File: src/rtl/start_seq.sv
// Start-table sequencer: a list of boot table numbers with restart counting.
// A reset edge counts as a restart; LIMIT unacknowledged restarts advance the list.
module start_seq #(
  parameter int TABLE_W    = 8,
  parameter int DEPTH      = 4,
  parameter int CNT_W      = 4,
  parameter int LIMIT_INIT = 3
) (
  input  logic        clk,
  input  logic        rst,
  input  logic        wr,
  input  logic [31:0] data_in,
  output logic [31:0] data_out
);

  localparam int IDX_W = $clog2(DEPTH);
  localparam logic [IDX_W-1:0] LAST_IDX   = IDX_W'(DEPTH - 1);
  localparam logic [4:0]       DEPTH_W5   = 5'(DEPTH);
  localparam logic [CNT_W-1:0] LIMIT_PWR  = CNT_W'(LIMIT_INIT);

  // Configuration-time values only: rst must never clear these registers.
  logic [TABLE_W-1:0] slot [DEPTH] = '{default: '0};
  logic [IDX_W-1:0]   idx       = '0;
  logic [CNT_W-1:0]   count     = '0;
  logic [CNT_W-1:0]   limit     = LIMIT_PWR;
  logic               armed     = 1'b0;
  logic               exhausted = 1'b0;
  logic               rst_q     = 1'b0;

  logic [IDX_W-1:0] idx_nxt;
  logic [CNT_W-1:0] count_nxt;
  logic [CNT_W-1:0] limit_nxt;
  logic             armed_nxt;
  logic             exhausted_nxt;

  logic [7:0]       ctrl;
  logic [7:0]       value;
  logic [3:0]       sel;
  logic             sel_ok;
  logic             restart;
  logic             wr_en;
  logic [CNT_W:0]   count_inc;
  logic             unused_bits;

  assign ctrl        = data_in[7:0];
  assign value       = data_in[15:8];
  assign sel         = data_in[19:16];
  assign sel_ok      = ({1'b0, sel} < DEPTH_W5);
  assign restart     = rst & ~rst_q;
  assign wr_en       = wr & ~rst;
  assign count_inc   = {1'b0, count} + {{CNT_W{1'b0}}, 1'b1};
  assign unused_bits = ^{data_in[31:20], value, ctrl[7]};

  // Restart and write never coincide because writes are dropped while rst is high.
  always_comb begin
    idx_nxt       = idx;
    count_nxt     = count;
    limit_nxt     = limit;
    armed_nxt     = armed;
    exhausted_nxt = exhausted;

    if (restart && armed && !exhausted) begin
      if (limit == '0) begin
        if (count != '1) count_nxt = count_inc[CNT_W-1:0];
      end else if (count_inc >= {1'b0, limit}) begin
        count_nxt = '0;
        if (idx != LAST_IDX) begin
          idx_nxt = idx + IDX_W'(1);
        end else begin
          armed_nxt     = 1'b0;
          exhausted_nxt = 1'b1;
        end
      end else begin
        count_nxt = count_inc[CNT_W-1:0];
      end
    end

    if (wr_en) begin
      if (ctrl[1]) armed_nxt = 1'b1;
      if (ctrl[2]) armed_nxt = 1'b0;
      if (ctrl[3]) count_nxt = '0;
      if (ctrl[4]) limit_nxt = value[CNT_W-1:0];
      if (ctrl[5]) begin
        idx_nxt       = '0;
        count_nxt     = '0;
        exhausted_nxt = 1'b0;
      end else if (ctrl[6] && sel_ok) begin
        idx_nxt   = sel[IDX_W-1:0];
        count_nxt = '0;
      end
    end
  end

  always_ff @(posedge clk) begin
    rst_q     <= rst;
    idx       <= idx_nxt;
    count     <= count_nxt;
    limit     <= limit_nxt;
    armed     <= armed_nxt;
    exhausted <= exhausted_nxt;
    if (wr_en && ctrl[0] && sel_ok) slot[sel[IDX_W-1:0]] <= value[TABLE_W-1:0];
  end

  always_comb begin
    data_out                 = '0;
    data_out[TABLE_W-1:0]    = slot[idx];
    data_out[8 +: IDX_W]     = idx;
    data_out[12 +: CNT_W]    = count;
    data_out[20 +: CNT_W]    = limit;
    data_out[28]             = armed;
    data_out[29]             = exhausted;
  end

endmodule

File: config.mk
export PLATFORM = sky130hd
export DESIGN_NAME = start_seq
export DESIGN_NICKNAME = d
export VERILOG_FILES = /design/src/rtl/start_seq.sv
export SDC_FILE = /design/constraint.sdc
export NUM_CORES = 1
export LEC_CHECK = 0
export CAP_MARGIN = 25
export CORE_UTILIZATION = 30
export CTS_BUF_LIST = sky130_fd_sc_hd__clkbuf_2 sky130_fd_sc_hd__clkbuf_4 sky130_fd_sc_hd__clkbuf_8
export CTS_CLUSTER_SIZE = 12
export DETAILED_ROUTE_END_ITERATION = 8
export PLACE_DENSITY_LB_ADDON = 0.05
export SYNTH_ARGS = -nofsm -noshare
export SYNTH_HDL_FRONTEND = slang
export SYNTH_SLANG_ARGS = --single-unit
export TNS_END_PERCENT = 30
File: constraint.sdc
create_clock -name clk -period 2.2 [get_ports clk]
set_input_delay 0.22 -clock clk [delete_from_list [all_inputs] [get_ports clk]]
set_output_delay 0.22 -clock clk [all_outputs]
set_load 0.01 [all_outputs]
==> results of run 1 <==
==> worst max-delay path, cell delays in order, from the launching register on <==
cell and delay [ns]:
sky130_fd_sc_hd__dfxtp_1 0.33, sky130_fd_sc_hd__buf_4 0.19, sky130_fd_sc_hd__mux4_2 0.53, sky130_fd_sc_hd__clkdlybuf4s50_1 0.49
==> per-layer routing <==
metal / track usage [%] / up-vias / wire length, µm
li1: - / 597 / -
met5: 0 / - / 0
met2: 21.29 / 31 / 2131
met3: 3.363 / 5 / 167
met4: 4.160 / 0 / 51
met1: 12.84 / 609 / 1679
==> layout make-up <==
| cell class | instances | area share [%] |
|---|---|---|
| Tap cell | 77 | 3.720 |
| Clock buffer | 5 | 2.657 |
| Clock inverter | 2 | 0.6280 |
| Timing Repair Buffer | 51 | 18.74 |
| Sequential cell | 45 | 48.74 |
| Multi-Input combinational cell | 83 | 24.78 |
| Inverter | 5 | 0.7246 |
==> where the power goes <==
part | switching (mW) | internal (mW)
clock network | 0.277 | 0.219
logic | 0.211 | 0.275
registers | 0.0379 | 0.951
total | 0.526 | 1.45
==> worst max path at each step <==
stage	startpoint	slack (ns)	to	depth (start not counted)
4_1_cts	idx[1]	0.03	data_out[0]	2
2_1_floorplan	count[0]	0.36	idx[0]	8
6_report	idx[0]	0.15	data_out[1]	3
3_5_place_dp	count[1]	0.22	idx[0]	8
5_1_grt	idx[0]	0.08	data_out[0]	3
3_3_place_gp	count[1]	0.28	exhausted	8
==> cell families after synthesis <==
family / count (synthesis)
AOI/OAI and AO/OA: 17
and+or+nand+nor: 39
DFF: 45
adders and majority gates: 5
muxes: 8
xor gates and xnor gates: 2
buffers and inverters: 22
other: 1
==> synth_stat cells <==
master | instances | area (µm²)
sky130_fd_sc_hd__edfxtp_1 | 36 | 1081
sky130_fd_sc_hd__buf_4 | 14 | 105.1
sky130_fd_sc_hd__nand2_1 | 10 | 37.54
sky130_fd_sc_hd__dfxtp_1 | 9 | 180.2
sky130_fd_sc_hd__mux4_2 | 8 | 180.2
sky130_fd_sc_hd__nor2_1 | 8 | 30.03
sky130_fd_sc_hd__nand3_1 | 7 | 35.03
sky130_fd_sc_hd__a21oi_1 | 5 | 25.02
sky130_fd_sc_hd__ha_1 | 5 | 62.56
sky130_fd_sc_hd__inv_1 | 5 | 18.77
sky130_fd_sc_hd__nor3_1 | 3 | 15.01
sky130_fd_sc_hd__clkbuf_1 | 2 | 7.510
sky130_fd_sc_hd__nor2b_1 | 2 | 12.51
sky130_fd_sc_hd__o21ai_1 | 2 | 10.01
sky130_fd_sc_hd__a21bo_2 | 1 | 10.01
sky130_fd_sc_hd__a21o_1 | 1 | 7.510
sky130_fd_sc_hd__a21oi_4 | 1 | 16.27
sky130_fd_sc_hd__a22oi_1 | 1 | 7.510
sky130_fd_sc_hd__a2bb2oi_1 | 1 | 8.760
sky130_fd_sc_hd__a31oi_1 | 1 | 6.260
sky130_fd_sc_hd__and2_1 | 1 | 6.260
sky130_fd_sc_hd__and3_1 | 1 | 6.260
sky130_fd_sc_hd__and4b_1 | 1 | 10.01
sky130_fd_sc_hd__and4bb_2 | 1 | 12.51
sky130_fd_sc_hd__buf_2 | 1 | 5.000
sky130_fd_sc_hd__conb_1 | 1 | 3.750
sky130_fd_sc_hd__nand4_1 | 1 | 6.260
sky130_fd_sc_hd__nor2b_2 | 1 | 8.760
sky130_fd_sc_hd__nor3_2 | 1 | 10.01
sky130_fd_sc_hd__nor4_4 | 1 | 21.27
sky130_fd_sc_hd__o21a_1 | 1 | 7.510
sky130_fd_sc_hd__o21ai_0 | 1 | 5.000
sky130_fd_sc_hd__o22ai_1 | 1 | 6.260
sky130_fd_sc_hd__o311ai_1 | 1 | 8.760
sky130_fd_sc_hd__or3_1 | 1 | 6.260
sky130_fd_sc_hd__xnor2_1 | 1 | 8.760
sky130_fd_sc_hd__xor2_1 | 1 | 8.760
==> registers in the layout, summed over array words and instances, names as in the netlist <==
signal and flops:
slot 32, idx 2, exhausted 1, limit 4, count 4, armed 1, rst_q 1
==> layout by cell type (no fill, tap or decap), types with 2 or more instances in the layout <==
master	n
sky130_fd_sc_hd__nor2b_1	2
sky130_fd_sc_hd__dfxtp_1	8
sky130_fd_sc_hd__edfxtp_1	36
sky130_fd_sc_hd__conb_1	12
sky130_fd_sc_hd__mux4_2	8
sky130_fd_sc_hd__nor2_1	8
sky130_fd_sc_hd__o21ai_1	2
sky130_fd_sc_hd__clkdlybuf4s50_1	41
sky130_fd_sc_hd__nor3_1	3
sky130_fd_sc_hd__ha_1	5
sky130_fd_sc_hd__buf_4	10
sky130_fd_sc_hd__a21oi_1	5
sky130_fd_sc_hd__nand3_1	7
sky130_fd_sc_hd__clkbuf_8	5
sky130_fd_sc_hd__nand2_1	10
sky130_fd_sc_hd__inv_1	5
==> through the flow <==
| stage | power [mW] | util (%) |
|---|---|---|
| 2_1_floorplan | 1.273 | - |
| 3_3_place_gp | 1.491 | 39.20 |
| 3_5_place_dp | 1.500 | 39.20 |
| 4_1_cts | 1.997 | 40.54 |
| 5_1_grt | 2.062 | 40.56 |
| 6_report | 1.971 | 40.56 |
==> insert_results.sql, run 1 <==
INSERT INTO impl_metrics (metric_group, metric, value, unit) VALUES
('outcome', 'outcome', 'completed', ''),
('sta', 'setup_viol_count_final', '0', ''),
('sta', 'worst_clock_skew', '0.008577', 'ns'),
('finish', 'sequential_cell_area_in_the_final_layout', '1262', 'µm²'),
('clocking', 'clk_latency', '0.29', 'ns'),
('floorplanning', 'initial_core_util', '31.29', '%'),
('routing', 'ant_nets', '0', ''),
('critical_path', 'timing.setup.critical_path_class', 'flop to output pin', ''),
('critical_path', 'r2r_start', 'count[1]', ''),
('finish', 'syn_to_final_growth', '29.62', '%'),
('sta', 'max_clock_freq', '487.1', 'MHz'),
('global_route', 'groute.usage.overall', '11.67', '%'),
('yosys', 'synth_compound_area_share', '5.949', '%'),
('clocking', 'cts-resized-gates', '0', ''),
('sta', 'slew_viol_final', '0', ''),
('place', 'pre_cts_ws', '0.2235', 'ns'),
('critical_path', 'timing.reg2reg.worst_path_depth', '8', ''),
('global_route', 'globalRouteOverflowTotal', '0', ''),
('finish', 'final_layout_size_suffix_gt1_share', '16.75', '%'),
('pwr', 'power.ir.vdd_worst', '0.3240', 'mV'),
('place', 'dpl.cell_count', '261', ''),
('place', 'place_area', '2504', 'µm²'),
('routing', 'route.final.wire_length', '4031', 'µm'),
('yosys', 'post_synth_fa_ha_maj_area_fraction', '3.131', '%'),
('yosys', 'synth.cell_area', '1998', 'µm²'),
('yosys', 'synth_seq_cells', '45', ''),
('routing', 'drt_iter0_markers', '57', ''),
('sta', 'finalHoldViolations', '0', ''),
('yosys', 'synth.yosys.warnings', '0', ''),
('finish', 'final_design_area_no_fill', '2590', 'µm²'),
('sta', 'min_period', '2.053', 'ns'),
('critical_path', 'worst_setup_path_end_kind', 'output pin', ''),
('place', 'port_buffers', '41', ''),
('floorplanning', 'floorplan.io_pins', '67', ''),
('yosys', 'syn_inst', '139', ''),
('global_route', 'grt_max_degree', '15', ''),
('critical_path', 'required', '1.98', 'ns'),
('place', 'place_congestion', '0.6965', ''),
('clocking', 'clock_path_buffers', '2', ''),
('floorplanning', 'dieArea', '6991', 'µm²'),
('clocking', 'cts_tree', 'built', ''),
('critical_path', 'r2r_setup_slack', '0.25', 'ns'),
('finish', 'fin_nets', '231', ''),
('hold_path', 'worst_hold_path_type', 'primary input to flop', ''),
('yosys', 'post_synth_and_or_nand_nor_area_fraction', '10.90', '%'),
('routing', 'drt-pass1-iter-count', '4', ''),
('global_route', 'initial_antenna_violation_count', '0', ''),
('critical_path', 'setup.worst_path.start_class', 'flop', ''),
('finish', 'multiInputGateArea', '641.9', 'µm²'),
('floorplanning', 'core_region_area', '6386', 'µm²'),
('global_route', 'wire_length_of_the_first_global_routing_pass', '6154', 'µm'),
('clocking', 'cell_chosen_for_the_clock_root', 'sky130_fd_sc_hd__clkbuf_8', ''),
('yosys', 'post_synth_mux_area_share', '9.017', '%'),
('critical_path', 'critical_path.max_fanout', '6', ''),
('floorplanning', 'floorplan.die.height', '83.61', 'µm'),
('hold_path', 'whs_path_depth', '1', ''),
('clocking', 'cts.htree.levels', '2', ''),
('yosys', 'post_synth_xor_xnor_area', '0.8766', '%'),
('yosys', 'synth.yosys.seq_area_share', '63.12', '%'),
('floorplanning', 'placementRows', '29', ''),
('clocking', 'cts.reportedPaths.clkPinSlew', '0.08', 'ns'),
('clocking', 'post_cts_buffers', '0', ''),
('pwr', 'power_density', '761.1', 'nW/µm²'),
('flow_run', 'max_cap_violations', '0', ''),
('sta', 'period_share', '93.32', '%'),
('finish', 'n_fill_cell', '615', ''),
('critical_path', 'arrival', '1.83', 'ns'),
('global_route', 'first_global_vias', '1261', ''),
('sta', 'setup_slack', '0.1469', 'ns'),
('routing', 'via_per_inst', '4.634', ''),
('clocking', 'numCtsBuffers', '5', '');
Power figures use the tool's default switching activity.
==> inputs of run 2 (changes only) <==
--- a/config.mk
+++ b/config.mk
@@ -6,6 +6,7 @@
 export NUM_CORES = 1
 export LEC_CHECK = 0
 export CAP_MARGIN = 25
+export CORE_MARGIN = 3
 export CORE_UTILIZATION = 30
 export CTS_BUF_LIST = sky130_fd_sc_hd__clkbuf_2 sky130_fd_sc_hd__clkbuf_4 sky130_fd_sc_hd__clkbuf_8
 export CTS_CLUSTER_SIZE = 12
==> insert_results.sql, run 2 (same netlist as run 1, synthesis figures left out) <==
INSERT INTO impl_metrics (metric_group, metric, value, unit) VALUES
('outcome', 'outcome', 'completed', ''),
('global_route', 'groute.usage.overall', '10.85', '%'),
('pwr', 'power', '2.103', 'mW'),
('clocking', 'cell_chosen_for_the_clock_root', 'sky130_fd_sc_hd__clkbuf_8', ''),
('sta', 'min_period', '2.069', 'ns'),
('clocking', 'numCtsBuffers', '5', ''),
('pwr', 'power_density', '806.9', 'nW/µm²'),
('critical_path', 'r2r_setup_slack', '0.15', 'ns'),
('floorplanning', 'core_region_area', '6386', 'µm²'),
('clocking', 'cts.hold.buffers_added', '0', ''),
('routing', 'drt_iter0_markers', '104', ''),
('clocking', 'cts.reportedPaths.clkPinSlew', '0.08', 'ns'),
('critical_path', 'arrival', '1.85', 'ns'),
('sta', 'setup_viol_count_final', '0', ''),
('routing', 'wl_cell', '15.10', 'µm'),
('hold_path', 'worst_hold_path_type', 'primary input to flop', ''),
('global_route', 'initial_antenna_violation_count', '0', ''),
('flow_run', 'max_cap_violations', '0', ''),
('critical_path', 'worst_setup_path_end_kind', 'output pin', ''),
('global_route', 'wire_length_of_the_first_global_routing_pass', '6085', 'µm'),
('finish', 'largest_register_ffs', '32', ''),
('finish', 'syn_to_final_growth', '30.43', '%'),
('sta', 'setup_slack', '0.1310', 'ns'),
('critical_path', 'worstSetupEndpoint', 'data_out[6]', ''),
('sta', 'worst_clock_skew', '0.003261', 'ns'),
('floorplanning', 'placementRows', '29', ''),
('finish', 'layout_common_cells', 'sky130_fd_sc_hd__clkdlybuf4s50_1 (41), sky130_fd_sc_hd__edfxtp_1 (36), sky130_fd_sc_hd__conb_1 (12)', ''),
('finish', 'fin_nets', '229', ''),
('critical_path', 'crit-reg2reg-capture', 'exhausted', ''),
('routing', 'via_per_inst', '4.685', ''),
('finish', 'n_fill_cell', '611', ''),
('global_route', 'globalRouteOverflowTotal', '0', ''),
('critical_path', 'critical_path.max_fanout', '9', ''),
('sta', 'slew_viol_final', '0', ''),
('global_route', 'first_global_vias', '1263', ''),
('pwr', 'power.ir.vdd_worst', '0.3015', 'mV'),
('critical_path', 'critical-path-slowest-cell', 'sky130_fd_sc_hd__mux4_2', ''),
('critical_path', 'required', '1.98', 'ns'),
('finish', 'number_of_inserted_diodes', '0', ''),
('finish', 'final_layout_size_suffix_gt1_share', '16.32', '%'),
('place', 'place_area', '2489', 'µm²'),
('finish', 'utilization', '40.81', '%'),
('sta', 'max_clock_freq', '483.3', 'MHz'),
('place', 'place_congestion', '0.7832', ''),
('routing', 'ant_nets', '0', ''),
('floorplanning', 'dieArea', '7676', 'µm²'),
('clocking', 'clk_latency', '0.29', 'ns'),
('sta', 'period_share', '94.05', '%'),
('sta', 'totalNegativeSetupSlack', '0', 'ns'),
('critical_path', 'setup.worst_path.start_class', 'flop', ''),
('floorplanning', 'floorplan.io_pins', '67', ''),
('critical_path', 'timing.reg2reg.worst_path_depth', '8', ''),
('clocking', 'clock_sinks', '45', ''),
('routing', 'drt_drc_violations_left', '0', ''),
('routing', 'drt-pass1-iter-count', '4', ''),
('clocking', 'cts_tree', 'built', ''),
('routing', 'route.final.wire_length', '4032', 'µm'),
('finish', 'final_design_area_no_fill', '2606', 'µm²'),
('floorplanning', 'die_x', '87.61', 'µm'),
('critical_path', 'timing.setup.critical_path_class', 'flop to output pin', ''),
('critical_path', 'crit_chain', 'buf_4 > mux4_2 > clkdlybuf4s50_1', ''),
('floorplanning', 'floorplan.die.height', '87.61', 'µm'),
('sta', 'finalHoldViolations', '0', ''),
('sta', 'grt_setup_unrepaired', 'false', ''),
('pwr', 'leakage', '0.9357', 'nW'),
('critical_path', 'critPathLaunch', 'idx[0]', ''),
('global_route', 'grt_max_degree', '17', ''),
('place', 'pre_cts_ws', '0.1228', 'ns'),
('critical_path', 'r2r_start', 'count[0]', ''),
('place', 'detailedPlacementHpwl', '3066', 'µm'),
('routing', 'vias', '1251', ''),
('floorplanning', 'initial_core_util', '31.29', '%'),
('place', 'port_buffers', '41', ''),
('clocking', 'clock_path_buffers', '2', ''),
('critical_path', 'max_stage_delay', '0.52', 'ns'),
('clocking', 'cts.htree.levels', '2', ''),
('finish', 'most_common_cell_after_layout_fill_and_taps_aside', 'sky130_fd_sc_hd__clkdlybuf4s50_1', '');
==> run 2: cell count changes in the layout (fill, tap and decap cells not counted) <==
cell	change
sky130_fd_sc_hd__bufinv_16	+1
sky130_fd_sc_hd__clkinv_4	-1
sky130_fd_sc_hd__buf_4	-2
sky130_fd_sc_hd__clkinvlp_4	-1
sky130_fd_sc_hd__inv_6	+2
==> run 2: power by group <==
| part | total, mW | switching (mW) | internal, mW |
|---|---|---|---|
| logic | 0.473 | 0.204 | 0.270 |
| registers | 0.995 | 0.0436 | 0.951 |
| clock network | 0.635 | 0.289 | 0.346 |
| total | 2.10 | 0.536 | 1.57 |
==> run 2: layout make-up <==
class / instances / area [µm²] / area share (%)
repair buffers: 49 / 470.5 / 18.05
inverters: 5 / 18.77 / 0.7201
multi-input cells: 83 / 641.9 / 24.63
clock buffers: 5 / 68.82 / 2.640
well taps: 77 / 96.34 / 3.697
clock inverters: 3 / 47.55 / 1.824
flip-flops and latches: 45 / 1262 / 48.44
==> run 2: per-layer routing <==
layer | GRT usage [%] | vias to the layer above | routed length, µm
met4 | 5.300 | 0 | 108
met5 | 0 | - | 0
met3 | 2.446 | 9 | 194
met2 | 18.97 | 38 | 2111
li1 | - | 593 | -
met1 | 12.48 | 611 | 1618
==> run 2: stage by stage <==
stage	cells	hold slack [ns]
after floorplan	150	0.2477
after global placement	259	0.4699
after detailed placement	259	0.4784
after CTS	267	0.4510
after global routing	267	0.4638
final	267	0.4605
==> run 2: how the worst min path moves through the flow <==
stage	startpoint	to	slack [ns]	cells after the start
after floorplan	rst	rst_q	0.25	0
after CTS	rst	rst_q	0.45	1
final	rst	rst_q	0.46	1
after global routing	rst	rst_q	0.46	1
after global placement	armed	armed	0.47	2
after detailed placement	armed	armed	0.48	2
==> run 2: what timing repair did <==
action	in CTS	in global routing
gates resized for setup	0	1
endpoints found under the setup margin	0	2
buffers inserted	0	0
==> run 2: critical path: cells and delay by family (launching register included) <==
kind                   cells  cell delay, ns
buffers and inverters      2            0.69
flip-flops                 1            0.34
multiplexers               1            0.52
==> inputs of run 3 (changes only) <==
--- a/config.mk
+++ b/config.mk
@@ -5,7 +5,6 @@
 export SDC_FILE = /design/constraint.sdc
 export NUM_CORES = 1
 export LEC_CHECK = 0
-export CAP_MARGIN = 25
 export CORE_MARGIN = 3
 export CORE_UTILIZATION = 30
 export CTS_BUF_LIST = sky130_fd_sc_hd__clkbuf_2 sky130_fd_sc_hd__clkbuf_4 sky130_fd_sc_hd__clkbuf_8
==> constraint.sdc (replaced) <==
create_clock -name clk -period 2.1 [get_ports clk]
set_input_delay 0.21 -clock clk [delete_from_list [all_inputs] [get_ports clk]]
set_output_delay 0.21 -clock clk [all_outputs]
set_load 0.01 [all_outputs]
==> insert_results.sql, run 3 (same netlist as run 1, synthesis figures left out) <==
INSERT INTO impl_metrics (metric_group, metric, value, unit) VALUES
('pwr', 'power.ir.vdd_worst', '0.3600', 'mV'),
('floorplanning', 'core_region_area', '6386', 'µm²'),
('finish', 'final_layout_size_suffix_gt1_share', '16.40', '%'),
('critical_path', 'worst_setup_path_end_kind', 'output pin', ''),
('routing', 'wl_cell', '15.01', 'µm'),
('routing', 'via_per_inst', '4.632', ''),
('critical_path', 'setup.worst_path.start_class', 'flop', ''),
('routing', 'vias', '1232', ''),
('place', 'dpl.cell_count', '258', ''),
('clocking', 'cts.reportedPaths.clkPinSlew', '0.09', 'ns'),
('finish', 'n_fill_cell', '591', ''),
('sta', 'period_share', '96.86', '%'),
('sta', 'slew_viol_final', '0', ''),
('finish', 'most_common_cell_after_layout_fill_and_taps_aside', 'sky130_fd_sc_hd__edfxtp_1', ''),
('floorplanning', 'die_x', '87.61', 'µm'),
('global_route', 'first_global_vias', '1232', ''),
('global_route', 'initial_antenna_violation_count', '0', ''),
('routing', 'drt_iter0_markers', '46', ''),
('critical_path', 'required', '1.89', 'ns'),
('sta', 'max_clock_freq', '491.6', 'MHz'),
('critical_path', 'arrival', '1.82', 'ns'),
('floorplanning', 'floorplan.io_pins', '67', ''),
('critical_path', 'timing.setup.critical_path_class', 'flop to output pin', ''),
('finish', 'layout_common_cells', 'sky130_fd_sc_hd__edfxtp_1 (36), sky130_fd_sc_hd__clkdlybuf4s50_1 (35), sky130_fd_sc_hd__conb_1 (12)', ''),
('flow_run', 'max_cap_violations', '0', ''),
('clocking', 'clock_path_buffers', '2', ''),
('clocking', 'clock_sinks', '45', ''),
('global_route', 'groute.usage.overall', '10.65', '%'),
('sta', 'worst_clock_skew', '0.003824', 'ns'),
('pwr', 'leakage', '0.9887', 'nW'),
('global_route', 'grt.met1_usage', '12.36', '%'),
('clocking', 'cts_tree', 'built', ''),
('finish', 'sequential_cell_area_in_the_final_layout', '1264', 'µm²'),
('outcome', 'outcome', 'completed', ''),
('routing', 'route.final.wire_length', '3992', 'µm'),
('routing', 'drt_drc_violations_left', '0', ''),
('finish', 'number_of_inserted_diodes', '0', ''),
('global_route', 'globalRouteOverflowTotal', '0', ''),
('global_route', 'wire_length_of_the_first_global_routing_pass', '5996', 'µm'),
('clocking', 'cts.htree.levels', '2', ''),
('place', 'port_buffers', '41', ''),
('global_route', 'met2_usage', '18.22', '%'),
('sta', 'finalHoldViolations', '0', ''),
('place', 'detailedPlacementHpwl', '2943', 'µm'),
('finish', 'multiInputGateArea', '641.9', 'µm²'),
('clocking', 'clk_latency', '0.29', 'ns'),
('finish', 'final_cell_count_no_fill', '266', ''),
('clocking', 'numCtsBuffers', '5', ''),
('floorplanning', 'dieArea', '7676', 'µm²'),
('global_route', 'most_crowded_layer_gr', 'met2', ''),
('place', 'place_congestion', '0.7882', ''),
('floorplanning', 'floorplan.die.height', '87.61', 'µm'),
('clocking', 'post_cts_buffers', '0', ''),
('pwr', 'power_density', '841.9', 'nW/µm²'),
('hold_path', 'worst_hold_path_type', 'primary input to flop', ''),
('routing', 'ant_nets', '0', ''),
('routing', 'drt-pass1-iter-count', '4', ''),
('sta', 'min_period', '2.034', 'ns'),
('global_route', 'grt_max_degree', '17', ''),
('global_route', 'gr-usage-met3', '3.575', '%'),
('finish', 'syn_to_final_growth', '31.50', '%'),
('floorplanning', 'initial_core_util', '31.29', '%'),
('sta', 'setup_viol_count_final', '0', ''),
('floorplanning', 'placementRows', '29', ''),
('clocking', 'cell_chosen_for_the_clock_root', 'sky130_fd_sc_hd__clkbuf_8', ''),
('finish', 'fin_nets', '228', ''),
('critical_path', 'critical_path.max_fanout', '9', ''),
('sta', 'grt_setup_unrepaired', 'false', ''),
('sta', 'totalNegativeSetupSlack', '0', 'ns'),
('finish', 'largest_register_ffs', '32', '');
## run 3: cell count changes in the layout (fill, tap and decap cells not counted)
cell / before / now
sky130_fd_sc_hd__clkdlybuf4s50_1: 41 / 35
sky130_fd_sc_hd__dlymetal6s2s_1: 0 / 6
sky130_fd_sc_hd__buf_4: 8 / 6
sky130_fd_sc_hd__buf_12: 0 / 1
sky130_fd_sc_hd__dfxtp_1: 8 / 7
sky130_fd_sc_hd__dfxtp_2: 1 / 2
## run 3: final timing paths
check                 from           to  slack (ns)  cells after the start
setup / recovery    idx[0]  data_out[3]        0.07                      3
hold / removal         rst        rst_q        0.45                      1
setup reg to reg  count[1]       idx[0]        0.13                      8
hold reg to reg      armed        armed        0.49                      2
## run 3: where the power goes
part           total, mW  switching (mW)  internal (mW)
sequential          1.05          0.0471          0.998
clock              0.666           0.303          0.363
combinational      0.501           0.212          0.289
## run 3: worst max-delay path, stage by stage (launching register included)
cell                              delay [ns]
sky130_fd_sc_hd__dfxtp_2                0.39
sky130_fd_sc_hd__buf_12                 0.16
sky130_fd_sc_hd__mux4_2                 0.49
sky130_fd_sc_hd__clkdlybuf4s50_1        0.49
## run 3: cell type report
cell class	instances	share of cell area [%]
sequential	45	48.10
inverter	5	0.7143
clock buffer	5	2.619
multi-input combinational	83	24.43
clock inverter	3	1.810
timing repair buffer	48	18.67
tap	77	3.667
## run 3: per-layer routing
metal	vias up	part of all wire (%)	wire length (µm)
met4	0	0.95	38
met5	-	0	0
met2	29	52	2075
li1	595	-	-
met3	4	4.4	174
met1	604	43	1704
## run 3: stage by stage
step / util [%] / hold WS (ns) / worst slack, ns / total power [mW] / area [µm²]
finish: 41.14 / 0.4536 / 0.06597 / 2.212 / 2628
global route: 41.14 / 0.4429 / 0.0002109 / 2.329 / 2628
CTS: 40.91 / 0.4472 / 0.001687 / 2.257 / 2613
detailed placement: 39.05 / 0.4842 / 0.1411 / 1.581 / 2494
global placement: 39.05 / 0.4727 / 0.1903 / 1.573 / 2494
floorplan: - / 0.2377 / 0.2624 / 1.333 / 2039
## run 3: what timing repair did
action | CTS | global route
resized for setup | 2 | 6
hold buffers | 0 | 0
setup endpoints to repair | 8 | 6
